File: config.mk
export PLATFORM = sky130hd
export DESIGN_NAME = cnt_bcd_multi
export DESIGN_NICKNAME = d
export VERILOG_FILES = /design/src/rtl/cnt_pkg.sv /design/src/rtl/cnt_bcd_multi_digit.sv /design/src/rtl/cnt_bcd_multi.sv
export SDC_FILE = /design/constraint.sdc
export NUM_CORES = 1
export LEC_CHECK = 0
export ABC_AREA = 0
export BUFFER_PORTS_ARGS = -buffer_cell sky130_fd_sc_hd__buf_2
export CORE_UTILIZATION = 55
export CTS_BUF_LIST = sky130_fd_sc_hd__clkbuf_8 sky130_fd_sc_hd__clkbuf_16
export CTS_CLUSTER_DIAMETER = 120
export DETAILED_ROUTE_END_ITERATION = 8
export GPL_TIMING_DRIVEN = 0
export PLACE_DENSITY_LB_ADDON = 0.1
export SLEW_MARGIN = 40
export SYNTH_ARGS = -nofsm -noshare
export SYNTH_HDL_FRONTEND = slang
export SYNTH_SLANG_ARGS = --single-unit
File: constraint.sdc
create_clock -name sys_clk -period 4.2 [get_ports sys_clk]
set_input_delay 0.21 -clock sys_clk [delete_from_list [all_inputs] [get_ports sys_clk]]
set_output_delay 0.21 -clock sys_clk [all_outputs]
set_load 0.02 [all_outputs]
File: src/rtl/cnt_pkg.sv
// Shared constants and helpers for the multi-digit BCD counter family.
package cnt_pkg;

  localparam int              BCD_W      = 4;
  localparam logic [BCD_W-1:0] BCD_MAX   = 4'd9;
  localparam int              MAX_DIGITS = 8;

  // Converts an integer to a packed BCD vector, digit 0 in the low nibble.
  function automatic logic [MAX_DIGITS*BCD_W-1:0] to_bcd(input int unsigned value);
    logic [MAX_DIGITS*BCD_W-1:0] r;
    int unsigned                 v;
    r = '0;
    v = value;
    for (int i = 0; i < MAX_DIGITS; i++) begin
      r[i*BCD_W +: BCD_W] = BCD_W'(v % 10);
      v = v / 10;
    end
    return r;
  endfunction

  function automatic logic is_bcd(input logic [BCD_W-1:0] digit);
    return digit <= BCD_MAX;
  endfunction

endpackage

File: src/rtl/cnt_bcd_multi_digit.sv
// One BCD digit of the counter chain: rolls 9->0 on inc and 0->9 on dec.
module bcd_digit
  import cnt_pkg::*;
(
  input  logic             sys_clk,
  input  logic             sys_rst_n,
  input  logic             inc,
  input  logic             dec,
  input  logic             load,
  input  logic             clr,
  input  logic [BCD_W-1:0] d,
  output logic [BCD_W-1:0] q,
  output logic             carry,
  output logic             borrow
);

  always_ff @(posedge sys_clk or negedge sys_rst_n) begin
    if (!sys_rst_n) begin
      q <= '0;
    end else if (clr) begin
      q <= '0;
    end else if (load) begin
      q <= d;
    end else if (inc) begin
      q <= (q == BCD_MAX) ? '0 : q + 1'b1;
    end else if (dec) begin
      q <= (q == '0) ? BCD_MAX : q - 1'b1;
    end
  end

  assign carry  = inc & (q == BCD_MAX);
  assign borrow = dec & (q == '0);

endmodule

File: src/rtl/cnt_bcd_multi.sv
// Multi-digit BCD up/down counter with programmable modulus, wrap/saturate and cascade carry.
module cnt_bcd_multi
  import cnt_pkg::*;
#(
  parameter int N_DIGITS = 2,
  parameter int MOD      = 60,
  parameter int WRAP     = 1
) (
  input  logic                      sys_clk,
  input  logic                      sys_rst_n,
  input  logic                      en,
  input  logic                      up,
  input  logic                      clr,
  input  logic                      load,
  input  logic [BCD_W*N_DIGITS-1:0] load_val,
  output logic [BCD_W*N_DIGITS-1:0] cnt,
  output logic                      co,
  output logic                      load_err
);

  localparam int                          CNT_W    = BCD_W*N_DIGITS;
  localparam logic [MAX_DIGITS*BCD_W-1:0] TERM_ALL = to_bcd(MOD - 1);
  localparam logic [CNT_W-1:0]            TERM     = TERM_ALL[CNT_W-1:0];
  localparam logic                        WRAP_EN  = (WRAP != 0);

  logic             digits_ok;
  logic             load_ok;
  logic             at_top;
  logic             at_zero;
  logic             idle_en;
  logic             dig_clr;
  logic             dig_load;
  logic [CNT_W-1:0] dig_d;
  logic [N_DIGITS:0] inc_c;
  logic [N_DIGITS:0] dec_c;
  logic             unused_chain;

  always_comb begin
    digits_ok = 1'b1;
    for (int i = 0; i < N_DIGITS; i++) begin
      if (!is_bcd(load_val[i*BCD_W +: BCD_W])) digits_ok = 1'b0;
    end
  end

  // With every digit valid, BCD ordering matches numeric ordering.
  assign load_ok = digits_ok & (load_val <= TERM);

  assign at_top  = (cnt == TERM);
  assign at_zero = (cnt == '0);
  assign idle_en = en & ~clr & ~load;
  assign co      = idle_en & (up ? at_top : at_zero);

  // Terminal-value wrap reuses the digit clear/load paths; saturation simply withholds the step.
  assign dig_clr  = clr | (WRAP_EN & idle_en & up & at_top);
  assign dig_load = ~clr & ((load & load_ok) | (WRAP_EN & idle_en & ~up & at_zero));
  assign dig_d    = load ? load_val : TERM;

  assign inc_c[0] = idle_en & up & ~at_top;
  assign dec_c[0] = idle_en & ~up & ~at_zero;

  for (genvar g = 0; g < N_DIGITS; g++) begin : g_digit
    bcd_digit u_digit (
      .sys_clk   (sys_clk),
      .sys_rst_n (sys_rst_n),
      .inc       (inc_c[g]),
      .dec       (dec_c[g]),
      .load      (dig_load),
      .clr       (dig_clr),
      .d         (dig_d[g*BCD_W +: BCD_W]),
      .q         (cnt[g*BCD_W +: BCD_W]),
      .carry     (inc_c[g+1]),
      .borrow    (dec_c[g+1])
    );
  end

  // Below the terminal value the top digit can never carry or borrow out.
  assign unused_chain = inc_c[N_DIGITS] ^ dec_c[N_DIGITS];

  always_ff @(posedge sys_clk or negedge sys_rst_n) begin
    if (!sys_rst_n) begin
      load_err <= 1'b0;
    end else begin
      load_err <= ~clr & load & ~load_ok;
    end
  end

endmodule

**Word level (Yosys, flattened, before mapping)**

Index checks and enable logic that the tools add are counted.

- Bits in registers: 9
- Input bits: 14
- Output and inout port bits: 10
- Logic and storage cells: 58

- Add/subtract/negate cells: 4
- Magnitude comparators: 3
- Equal/unequal tests: 3
- Muxes and demuxes: 16
- Bitwise logic cells: 24
- Reduce and logical (&&, ||, !) cells: 5

Operator list:

| kind | number |
|---|---|
| two-way mux 4 bit | 12 |
| AND 1 bit | 16 |
| adder 4 x 1 -> 4 bit, second input constant | 2 |
| equality test 4 bit, second input constant | 2 |
| equality test 8 x 7 -> 1 bit, second input constant | 1 |
| less-or-equal comparator 4 bit, second input constant | 2 |
| less-or-equal comparator 8 x 7 -> 1 bit, second input constant | 1 |
| zero test 4 bit | 2 |
| zero test 8 bit | 1 |
| two-way mux 8 bit | 1 |
| nonzero test 4 bit | 2 |
| subtractor 4 x 1 -> 4 bit, second input constant | 2 |
| inverter 1 bit | 6 |
| two-way mux 1 bit | 3 |
| bitwise OR 1 bit | 2 |

**Logic depth before layout (Yosys ltp)**

Gate-level depths: netlist (run 1).

- Word-level depth: 10
- Depth in mapped cells: 8
- Depth with buffers taken out: 7

**By module**

From an unflattened synthesis (run 1), not the netlist that was laid out.

- Cell total of the unflattened synthesis: 140
- Area total of the unflattened synthesis: 1,069.8 sq um

By module, submodules not included:

| module | times used | cells each | area an instance (sq um) | seq. area each (sq um) |
|---|---|---|---|---|
| bcd_digit | 2 | 55 | 429.2 | 100.1 |
| cnt_bcd_multi | 1 | 30 | 211.5 | 25.0 |

**Worst setup path before layout (run 1)**

Ideal clock, no wire load.

- Path kind: register -> register
- Start: register g_digit[1].u_digit.q[1]
- End: register g_digit[1].u_digit.q[0]
- Library setup time: 0.125 ns
- Data arrival time: 1.895 ns
- Data required time: 4.075 ns
- Setup slack: 2.180 ns
- Cell stages (with the launch flop): 8
- Path buffers: 0
- Period minus slack after synthesis: 2.020 ns
- Path through: dfrtp_1 > inv_1 > ha_1 > and3b_4 > nor3b_4 > nor3b_2 > o21ai_2 > mux2_4

- Longest elaborated chain between the ends: 7
- Elaborated cells between the ends (all ways): 22
- Classes of those cells: 2 x eq/ne; 6 x mux; 11 x bitwise; 3 x reduce/logical

RTL lines:

| what | line | RTL |
|---|---|---|
| start: declaration | cnt_bcd_multi_digit.sv:12 | `output logic [BCD_W-1:0] q,` |
| start signal: assignment | cnt_bcd_multi_digit.sv:25 | `q <= (q == BCD_MAX) ? '0 : q + 1'b1;` |
| start signal: assignment | cnt_bcd_multi_digit.sv:27 | `q <= (q == '0) ? BCD_MAX : q - 1'b1;` |
| equality test 8 x 7 -> 1 bit | cnt_bcd_multi.sv:48 | `assign at_top = (cnt == TERM);` |
| inverter 1 bit | cnt_bcd_multi.sv:58 | `assign inc_c[0] = idle_en & up & ~at_top;` |
| AND 1 bit | cnt_bcd_multi.sv:58 |  |
| AND 1 bit | cnt_bcd_multi_digit.sv:31 | `assign carry = inc & (q == BCD_MAX);` |
| two-way mux 4 bit | cnt_bcd_multi_digit.sv:24 | `end else if (inc) begin` |
| two-way mux 4 bit | cnt_bcd_multi_digit.sv:22 | `end else if (load) begin` |
| two-way mux 4 bit | cnt_bcd_multi_digit.sv:20 | `end else if (clr) begin` |

Several ways; a longest one is shown, not always the timed one. The select of a mux whose other input is x is not followed.
A chain may end at the register's enable or synchronous reset.

**Final worst setup path (run 1)**

- Start: register g_digit[0].u_digit.q[0]
- End: output port co

- Longest elaborated chain between the ends: 3
- Elaborated cells between the ends (all ways): 4
- Classes of those cells: 1 x eq/ne; 1 x mux; 1 x bitwise; 1 x reduce/logical

RTL lines:

| what | line | RTL |
|---|---|---|
| start: declaration | cnt_bcd_multi_digit.sv:12 |  |
| start signal: assignment | cnt_bcd_multi_digit.sv:25 |  |
| start signal: assignment | cnt_bcd_multi_digit.sv:27 |  |
| equality test 8 x 7 -> 1 bit or zero test 8 bit (tied branches) | cnt_bcd_multi.sv:48, cnt_bcd_multi.sv:49 |  |
| two-way mux 1 bit (*) | cnt_bcd_multi.sv:51 | `assign co = idle_en & (up ? at_top : at_zero);` |
| AND 1 bit (*) | cnt_bcd_multi.sv:51 |  |
| end: declaration | cnt_bcd_multi.sv:17 | `output logic co,` |

Every way passes the cells marked *; elsewhere a longest branch is shown, timed or not.

==> metrics.csv, run 1 <==
stage,metric,value,unit
run_status,status,"finished, final reports clean",
worst_setup_path,cp.required,3990,ps
grt,grt.overflow.total,0,
floorplan,core,1800,um2
sta,tns,0,ps
sta,skew,1.21,ps
worst_setup_path,reg2reg_from,g_digit[0].u_digit.q[0],
logic_synthesis,syn_area,1110,um2
sta,tightest_slew,471,ps
floorplan,die_area,2200,um2
drt,drt_pass1_iterations,4,
clock_network,clk_path_buf_depth,2,
drt,wl,2.49,mm
clock_network,h-tree-depth,1,
sta,min_period_over_period,51.5,%
grt,antenna_found_initial,0,
finish,final_util,72.6,%
placement,post-dp-hpwl,1.93,mm
sta,slew_headroom,68.5,%
finish,drive_gt1_share,34.0,%
floorplan,die_h,46.9,um
grt,track_usage,24.7,%
logic_synthesis,synth_seq_cells,9,
finish,antenna_cells,0,
logic_synthesis,ys_top_cells_by_area,"dfrtp_1 (20%), ha_1 (7.9%), mux2i_1 (4.5%)",
drt,vias,1021,
power_and_ir_drop,power.leakage,0.581,nW
logic_synthesis,synth_area_per_cell,9.26,um2
finish,nFillCells,153,
sta,hold_violations,0,
placement,gp_congestion,0.887,
clock_network,clk_latency,230,ps
floorplan,die_w,46.9,um
logic_synthesis,syn_inst,120,
sta,maxSlewViolCount,0,
sta,rsz0062_at_grt,no,
finish,final_nets,169,
clock_network,cts_tree,done,
worst_setup_path,arrival,1950,ps
sta,setup_viol,0,
min_path,min_from,load_val[2],
logic_synthesis,post-synth-top-count-cell,nand2_1,
logic_synthesis,synth_edf_count,0,
placement,io_buffer_count,22,
drt,routed_via_density,5.94,
sta,fmax,462,MHz
clock_network,cts_setup_buffers,0,
run,drv_cap,0,
worst_setup_path,ff2ff_path_depth,7,
power_and_ir_drop,peakVddDrop,269,uV
min_path,min_to,g_digit[0].u_digit.q[2],
min_path,worstHoldPathType,input pin to flop,
logic_synthesis,synthArstFlopShare,100,%
floorplan,initial_utilization,61.7,%
logic_synthesis,ys_seq_area_share,20.3,%
logic_synthesis,ys_types,47,
clock_network,clock-sinks,9,
grt,grt_max_degree,11,
logic_synthesis,synth_top_area_share,20.3,%
drt,first_iter_violations,29,
worst_setup_path,path_max_fanout,9,
worst_setup_path,cp-end-kind,output port,
sta,setup_slack,2040,ps
clock_network,cts_made_buffers,3,
clock_network,holdBufCountCts,1,
clock_network,path_clk_slew,40,ps
clock_network,cts-root-buf,clkbuf_8,
placement,dpl_worst_slack,2070,ps
power_and_ir_drop,powerDensity,487,nW/um2
logic_synthesis,netlist_top_cells_count,"nand2_1 (11), dfrtp_1 (9), o21ai_0 (8)",
finish,fin_area,1310,um2
logic_synthesis,synth_fp_nets,141,
worst_setup_path,worst_setup_path_start_kind,flop,
floorplan,row_count,15,
drt,wl_per_cell,14.5,um
logic_synthesis,synth_flop_cell,dfrtp_1,
logic_synthesis,yosys_warnings,0,
grt,grt_pass1_wl,3.89,mm
drt,postRouteAntennaNets,0,
grt,grt_pass1_vias,902,
drt,drc_errors,0,
sta,period_needed,2160,ps
worst_setup_path,rrSetupSlack,2060,ps
worst_setup_path,critPathKind,flop to output port,
min_path,hold_depth,3,
worst_setup_path,reg2reg_to,g_digit[1].u_digit.q[3],
clock_network,cts_resized,0,
power_and_ir_drop,power,0.637,mW
logic_synthesis,yosys.area.top_type,dfrtp_1,
floorplan,pin_count,24,
placement,dpl_cell_area,1250,um2
finish,syn2layout_area_growth,17.7,%
==> registers in the layout, summed over array words and instances (netlist names) <==
| signal | cells |
|---|---|
| g_digit.u_digit.q | 8 |
| load_err | 1 |
==> stage by stage <==
step | instances | hold slack, ps
after CTS | 172 | 265
after global placement | 167 | 61.0
final | 172 | 271
after floorplan | 120 | -85.6
after global routing | 172 | 279
after detailed placement | 167 | 63.2
==> final cells by class <==
class,instances,area [um2],share of cell area (%)
timing repair buffer,23,120,9.19
buffer,5,48.8,3.73
clock buffer,3,41.3,3.16
multi-input combinational,99,811,62.0
sequential,9,225,17.2
tap,25,31.3,2.39
inverter,7,26.3,2.01
clock inverter,1,3.75,0.287
==> routing by layer <==
metal	wire length, um	GRT usage (%)
met3	127	2.69
met5	0	0
met1	1240	34.8
met4	53	10.3
met2	1060	38.3
==> cell usage in the layout (no fill, tap or decap), drive strengths merged, types with 2 or more instances in the layout <==
cell | Yosys | routed
o21ai | 9 | 9
nor3b | 6 | 6
nand2 | 11 | 11
mux2i | 5 | 5
a31oi | 3 | 3
o31ai | 3 | 3
a22o | 3 | 3
o21bai | 2 | 2
and3b | 2 | 2
xnor2 | 2 | 2
nor2b | 4 | 4
buf | 4 | 26
a21oi | 8 | 8
clkbuf | 1 | 4
nand3 | 4 | 4
ha | 7 | 7
nor2 | 5 | 5
o211ai | 2 | 2
dfrtp | 9 | 9
nand2b | 3 | 3
mux2 | 3 | 3
inv | 7 | 8
==> worst max-delay path: stages (launching register included) <==
cell	delay (ps)
dfrtp_1	480
inv_1	100
ha_1	240
nor4b_2	320
nand2_1	140
a211oi_1	240
buf_2	210
==> power by group <==
part	switching, mW	internal [mW]
registers	0.0379	0.111
logic	0.205	0.188
clock network	0.0316	0.0634
total	0.274	0.363
==> worst max-delay path by stage <==
stage	from	to	slack (ps)	cells after the start
floorplan	g_digit[1].u_digit.q[1]	g_digit[1].u_digit.q[0]	2180	7
global placement	g_digit[0].u_digit.q[0]	g_digit[1].u_digit.q[2]	2120	7
detailed placement	g_digit[1].u_digit.q[1]	g_digit[1].u_digit.q[3]	2070	7
CTS	g_digit[1].u_digit.q[1]	co	2060	6
global route	g_digit[0].u_digit.q[0]	co	1860	6
finish	g_digit[0].u_digit.q[0]	co	2040	6
==> cells by family (layout without fill, tap and decap cells) <==
group                      count (synthesis)  in the layout  synth area share [%]
DFF                                        9              9                  20.3
xor gates and xnor gates                   2              2                  1.58
muxes                                      8              8                  8.56
and+or+nand+nor                           41             41                  26.6
adders and majority gates                  7              7                  7.88
AOI/OAI and AO/OA                         41             41                  28.4
buffers and inverters                     12             39                  6.76
No activity file was read; power rests on OpenSTA's default activity.
==> inputs of run 2 (changes only) <==
Settings changed: CORE_UTILIZATION 55 to 49.
Clock period 4.2 ns to 1.9 ns, I/O delays scaled along.
==> run 2 against run 1 <==
The flow now finishes with violations (setup timing). Power increased to 2.6 times the previous value. Non-clock buffer count is 12 higher. Final cell count rose by 8.1%. Count of clock-buffer cells in the layout stayed put. Critical path type is now flop to flop. Largest cell class unchanged. Global-route usage shrank 1.0 points. Critical path depth grew 1. Register-to-register slack got worse by 2100 ps.
==> metrics.csv, run 2 (synthesis results as in run 1) <==
stage,metric,value,unit,change
run_status,violations,setup timing,,
min_path,worstHoldPathType,input pin to flop,,unchanged
sta,maxSlewViolCount,0,,unchanged
clock_network,cts_tree,done,,unchanged
drt,drc_errors,0,,unchanged
grt,grt_max_degree,11,,unchanged
min_path,hold_depth,3,,unchanged
worst_setup_path,ff2ff_path_depth,7,,unchanged
floorplan,pin_count,24,,unchanged
sta,setup_slack,-20.0,ps,was 2040 ps
sta,skew,1.48,ps,was 1.21 ps
sta,min_period_over_period,101,%,
worst_setup_path,worst_setup_path_start_kind,flop,,unchanged
worst_setup_path,critPathKind,flop to flop,,was flop to output port
drt,vias,1123,,was 1021
drt,first_iter_violations,42,,was 29
worst_setup_path,worstPathCellList,"inv_4, ha_4, nor3b_4, nand2_2, o311ai_4, a21oi_1, mux2_4",,"was inv_1, ha_1, nor4b_2, nand2_1, a211oi_1, buf_2"
floorplan,die_w,49.6,um,was 46.9 um
finish,reg.largest.list,"g_digit.u_digit.q (8), load_err (1)",,unchanged
sta,slew_headroom,65.9,%,was 68.5%
sta,rsz0062_at_grt,yes,,was no
clock_network,clk_path_buf_depth,2,,unchanged
placement,gp_congestion,0.856,,was 0.887
floorplan,core,2040,um2,was 1800 um2
drt,wl,3.03,mm,was 2.49 mm
worst_setup_path,critPathMaxStageDelay,460,ps,was 480 ps
clock_network,h-tree-depth,1,,unchanged
sta,tightest_slew,509,ps,was 471 ps
grt,grt_pass1_vias,974,,was 902
finish,drive_gt1_share,49.1,%,was 34.0%
finish,fin_cells,186,,was 172
clock_network,cts-root-buf,clkbuf_8,,unchanged
floorplan,row_count,16,,was 15
power_and_ir_drop,powerDensity,1110,nW/um2,was 487 nW/um2
finish,regMostFlops,g_digit.u_digit.q,,unchanged
power_and_ir_drop,power.leakage,0.654,nW,was 0.581 nW
finish,nFillCells,150,,was 153
sta,fmax,521,MHz,
placement,placedCellCount,169,,was 167
floorplan,die_area,2460,um2,was 2200 um2
grt,grt_pass1_wl,4.47,mm,was 3.89 mm
power_and_ir_drop,peakVddDrop,898,uV,was 269 uV
finish,regArea,230,um2,was 225 um2
sta,hold_violations,0,,unchanged
run_status,status,finished with violations,,"was finished, final reports clean"
sta,period_needed,1920,ps,
drt,routed_via_density,6.04,,was 5.94
finish,layout_common_cells,"buf_2 (23), buf_4 (13), nand2_1 (10)",,"was buf_2 (23), nand2_1 (11), dfrtp_1 (9)"
clock_network,clk_latency,230,ps,about the same
worst_setup_path,arrival,2030,ps,was 1950 ps
finish,multi_input_area,906,um2,was 811 um2
worst_setup_path,path_max_fanout,4,,was 9
worst_setup_path,cp-end-kind,flop,,was output port
power_and_ir_drop,power,1.67,mW,was 0.637 mW
placement,dpl_worst_slack,-180,ps,was 2070 ps
finish,largest_reg_flops,8,,unchanged
sta,setup_viol,2,,was 0
grt,grt.overflow.total,0,,unchanged
clock_network,path_clk_slew,40,ps,about the same
placement,post-dp-hpwl,1.90,mm,was 1.93 mm
worst_setup_path,cp.required,2010,ps,was 3990 ps
clock_network,clock-sinks,9,,unchanged
placement,io_buffer_count,22,,unchanged
clock_network,cts_made_buffers,3,,unchanged
finish,final_common_cell,buf_2,,unchanged
grt,track_usage,23.7,%,was 24.7%
finish,final_nets,181,,was 169
floorplan,initial_utilization,54.4,%,was 61.7%
sta,tns,-25.2,ps,was 0 ps
finish,antenna_cells,0,,unchanged
drt,postRouteAntennaNets,0,,unchanged
grt,antenna_found_initial,0,,unchanged
finish,syn2layout_area_growth,35.5,%,was 17.7%
drt,wl_per_cell,16.3,um,was 14.5 um
worst_setup_path,slowest_stage,dfrtp_2,,was dfrtp_1
drt,drt_pass1_iterations,4,,unchanged
run,drv_cap,0,,unchanged
floorplan,die_h,49.6,um,was 46.9 um
-- run 2: changes by cell type in the layout (fill, tap and decap cells not counted), moves of 2 or more --
| cell | change |
|---|---|
| buf_4 | +12 |
| dfrtp_1 | -4 |
| dfrtp_2 | +4 |
| ha_1 | -4 |
| ha_4 | +4 |
| inv_1 | -4 |
| inv_2 | +2 |
| inv_4 | +2 |
-- run 2: what timing repair did --
| item | in CTS | in global routing |
|---|---|---|
| setup endpoints to repair | 8 | 8 |
| hold buffers | 1 | 0 |
| hold endpoints to repair | 9 | 0 |
| pin swaps | 5 | 8 |
| gates resized for setup | 6 | 13 |
| setup buffers | 11 | 2 |
-- run 2: per-layer routing --
layer | wire length, um | track usage (%) | up-vias
met5 | 0 | 0 | -
li1 | - | - | 531
met2 | 1470 | 38.1 | 54
met1 | 1330 | 33.4 | 530
met4 | 36 | 8.57 | 0
met3 | 182 | 1.23 | 8
-- run 2: final timing paths --
| kind | startpoint | to | slack (ps) |
|---|---|---|---|
| max in group asynchronous | sys_rst_n | g_digit[1].u_digit.q[1] | 1470 |
| hold / removal | load_val[2] | g_digit[0].u_digit.q[2] | 160 |
| hold reg to reg | g_digit[1].u_digit.q[1] | g_digit[1].u_digit.q[1] | 620 |
| setup / recovery | g_digit[1].u_digit.q[0] | g_digit[1].u_digit.q[3] | -20 |
| min in group asynchronous | sys_rst_n | load_err | 240 |
| setup reg to reg | g_digit[1].u_digit.q[0] | g_digit[1].u_digit.q[3] | -20 |
-- run 2: where the power goes --
group | switching, mW | leakage [nW] | total (mW) | internal, mW
logic | 0.570 | 0.516 | 1.13 | 0.564
clock network | 0.0684 | 0.0269 | 0.208 | 0.140
registers | 0.0752 | 0.111 | 0.327 | 0.252
-- run 2: stage by stage --
stage | instance area [um2] | util [%] | hold slack (ps)
finish | 1510 | 73.7 | 164
global route | 1510 | 73.7 | 166
CTS | 1440 | 70.6 | 143
detailed placement | 1270 | 62.4 | -47.6
global placement | 1270 | 62.4 | -57.1
floorplan | 1130 | - | -201
-- run 2: worst max-delay path, delay by kind of cell, from the launching register on --
kind / cells / cell delay [ps]
adders and majority gates: 1 / 150
and+or+nand+nor: 2 / 390
AOI/OAI and AO/OA: 2 / 420
DFF: 1 / 460
muxes: 1 / 270
buffers and inverters: 1 / 110
-- run 2: area by class of cell --
cell class	count	area share, %
inverter	7	2.08
clock inverter	1	0.249
timing repair buffer	36	14.7
clock buffer	3	2.74
sequential	9	15.3
multi-input combinational	99	60.2
buffer	4	2.49
tap	27	2.24
==> inputs of run 3 (changes only) <==
Settings changed: CORE_UTILIZATION 49 to 51, CTS_BUF_LIST sky130_fd_sc_hd__clkbuf_8 sky130_fd_sc_hd__clkbuf_16 to sky130_fd_sc_hd__clkbuf_4.
==> run 3 against run 2 <==
The run still ends with setup timing left. Combinational power is essentially flat. Fmax grew 0.36%. Critical endpoint is now g_digit[1].u_digit.q[0]. Wire length shrank 7.0%. Worst setup slack gained 6.9 ps. Die area shrank 3.8%.
==> metrics.csv, run 3 (synthesis results as in run 1) <==
stage,metric,value,unit,change
min_path,worstHoldPathType,input pin to flop,,unchanged
run,drv_cap,0,,unchanged
drt,postRouteAntennaNets,0,,unchanged
finish,fin_cells,186,,unchanged
placement,dpl_cell_area,1270,um2,unchanged
worst_setup_path,rrSetupSlack,-10,ps,was -20 ps
sta,min_period_over_period,101,%,about the same
finish,syn2layout_area_growth,33.7,%,was 35.5%
worst_setup_path,critPathMaxStageDelay,430,ps,was 460 ps
clock_network,clk_path_buf_depth,2,,unchanged
finish,drive_gt1_share,49.1,%,unchanged
worst_setup_path,ff2ff_path_depth,7,,unchanged
sta,setup_slack,-13.1,ps,was -20.0 ps
sta,period_needed,1910,ps,was 1920 ps
worst_setup_path,cp.buffers_inverters,1,,unchanged
worst_setup_path,reg2reg_to,g_digit[1].u_digit.q[0],,was g_digit[1].u_digit.q[3]
clock_network,clk_latency,250,ps,was 230 ps
grt,antenna_found_initial,0,,unchanged
power_and_ir_drop,powerDensity,1080,nW/um2,was 1110 nW/um2
floorplan,core,2000,um2,was 2040 um2
power_and_ir_drop,power.leakage,0.645,nW,was 0.654 nW
clock_network,clock-sinks,9,,unchanged
worst_setup_path,path_depth,7,,unchanged
sta,slew_headroom,67.1,%,was 65.9%
clock_network,path_clk_slew,60,ps,was 40 ps
worst_setup_path,cp.required,2040,ps,was 2010 ps
worst_setup_path,arrival,2050,ps,was 2030 ps
power_and_ir_drop,peakVddDrop,742,uV,was 898 uV
finish,nFillCells,152,,was 150
worst_setup_path,cp-end-kind,flop,,unchanged
drt,drc_errors,0,,unchanged
min_path,min_from,load_val[2],,unchanged
worst_setup_path,cpLargestDelayFamily,simple AND/OR/NAND/NOR gates,,was flip-flops
sta,setup_viol,3,,was 2
sta,fmax,523,MHz,was 521 MHz
drt,wl_per_cell,15.1,um,was 16.3 um
placement,placedCellCount,169,,unchanged
placement,post-dp-hpwl,1.95,mm,was 1.90 mm
worst_setup_path,setup.worst_path.end,g_digit[1].u_digit.q[0],,was g_digit[1].u_digit.q[3]
placement,io_buffer_count,22,,unchanged
grt,grt.overflow.total,0,,unchanged
run_status,violations,setup timing,,unchanged
finish,largest_reg_flops,8,,unchanged
grt,grt_pass1_wl,4.69,mm,was 4.47 mm
clock_network,cts_tree,done,,unchanged
floorplan,pin_count,24,,unchanged
floorplan,die_w,48.7,um,was 49.6 um
drt,vias,1055,,was 1123
worst_setup_path,reg2reg_from,g_digit[0].u_digit.q[1],,was g_digit[1].u_digit.q[0]
sta,maxSlewViolCount,0,,unchanged
finish,reg.largest.list,"g_digit.u_digit.q (8), load_err (1)",,unchanged
grt,track_usage,25.1,%,was 23.7%
sta,skew,8.53,ps,was 1.48 ps
drt,routed_via_density,5.67,,was 6.04
worst_setup_path,worstPathCellList,"inv_4, ha_4, and3b_2, nor3b_4, nor3b_2, o21ai_2, mux2_4",,"was inv_4, ha_4, nor3b_4, nand2_2, o311ai_4, a21oi_1, mux2_4"
run_status,status,finished with violations,,unchanged
worst_setup_path,worst_setup_path_start_kind,flop,,unchanged
finish,final_common_cell,buf_2,,unchanged
finish,final_nets,181,,unchanged
worst_setup_path,path_max_fanout,6,,was 4
sta,rsz0062_at_grt,yes,,unchanged
floorplan,die_area,2370,um2,was 2460 um2
grt,grt_pass1_vias,1000,,was 974
placement,gp_congestion,0.845,,was 0.856
floorplan,die_h,48.7,um,was 49.6 um
worst_setup_path,slowest_stage,dfrtp_2,,unchanged
finish,layout_common_cells,"buf_2 (22), buf_4 (15), nand2_1 (10)",,"was buf_2 (23), buf_4 (13), nand2_1 (10)"
sta,hold_violations,0,,unchanged
finish,fin_area,1490,um2,was 1510 um2
sta,tns,-36.4,ps,was -25.2 ps
worst_setup_path,crit_start,g_digit[0].u_digit.q[1],,was g_digit[1].u_digit.q[0]
grt,grt_max_degree,11,,unchanged
floorplan,initial_utilization,55.5,%,was 54.4%
drt,wl,2.81,mm,was 3.03 mm
clock_network,h-tree-depth,1,,unchanged
placement,dpl_worst_slack,-186,ps,was -180 ps
clock_network,cts-root-buf,clkbuf_4,,was clkbuf_8
drt,drt_pass1_iterations,4,,unchanged
floorplan,row_count,16,,unchanged
sta,tightest_slew,491,ps,was 509 ps
worst_setup_path,critPathKind,flop to flop,,unchanged
finish,antenna_cells,0,,unchanged
drt,first_iter_violations,34,,was 42
clock_network,cts_made_buffers,3,,unchanged
finish,regMostFlops,g_digit.u_digit.q,,unchanged
==> run 3: cell type report <==
| cell class | count | area, um2 | area share, % |
|---|---|---|---|
| plain buffers | 4 | 37.5 | 2.53 |
| clock buffers | 4 | 30.0 | 2.02 |
| inverters | 7 | 31.3 | 2.11 |
| multi-input cells | 99 | 902 | 60.7 |
| flip-flops and latches | 9 | 230 | 15.5 |
| well taps | 27 | 33.8 | 2.27 |
| repair buffers | 36 | 220 | 14.8 |
==> run 3: metal layers <==
layer	wire [um]	global-route usage, %
met5	0	0
met4	17	5.88
met3	85	1.57
met2	1290	38.7
met1	1420	37.9
==> run 3: worst reg2reg max path, cell delays in order, from the launching register on <==
cell and delay [ps]:
dfrtp_2 430, inv_4 90, ha_4 140, and3b_2 260
nor3b_4 330, nor3b_2 90, o21ai_2 140, mux2_4 330
==> run 3: through the flow <==
step	utilization (%)	hold WS [ps]	total power, mW
final	74.2	135	1.60
after global routing	74.2	151	1.72
after CTS	70.3	125	1.48
after detailed placement	63.7	-49.7	1.20
after global placement	63.7	-55.0	1.18
after floorplan	-	-201	1.00
==> run 3: how the worst min path moves through the flow <==
stage	endpoint	cells after the start
after floorplan	g_digit[0].u_digit.q[0]	0
after global placement	g_digit[1].u_digit.q[2]	1
after detailed placement	g_digit[1].u_digit.q[2]	1
after CTS	g_digit[0].u_digit.q[2]	3
after global routing	g_digit[0].u_digit.q[2]	3
final	g_digit[0].u_digit.q[2]	3
==> run 3: report_power, final <==
part / switching (mW) / total [mW] / internal (mW)
Sequential: 0.0804 / 0.331 / 0.251
Clock: 0.0621 / 0.157 / 0.0949
Combinational: 0.556 / 1.11 / 0.556
==> run 3: what timing repair did <==
item                                    in CTS  in global routing
endpoints found under the setup margin       8                  8
setup buffers                                7                  6
hold buffers                                 1                  0
resized for setup                            8                 10
pin swaps                                    1                  7
hold endpoints to repair                     9                  0
gates cloned                                 0                  0
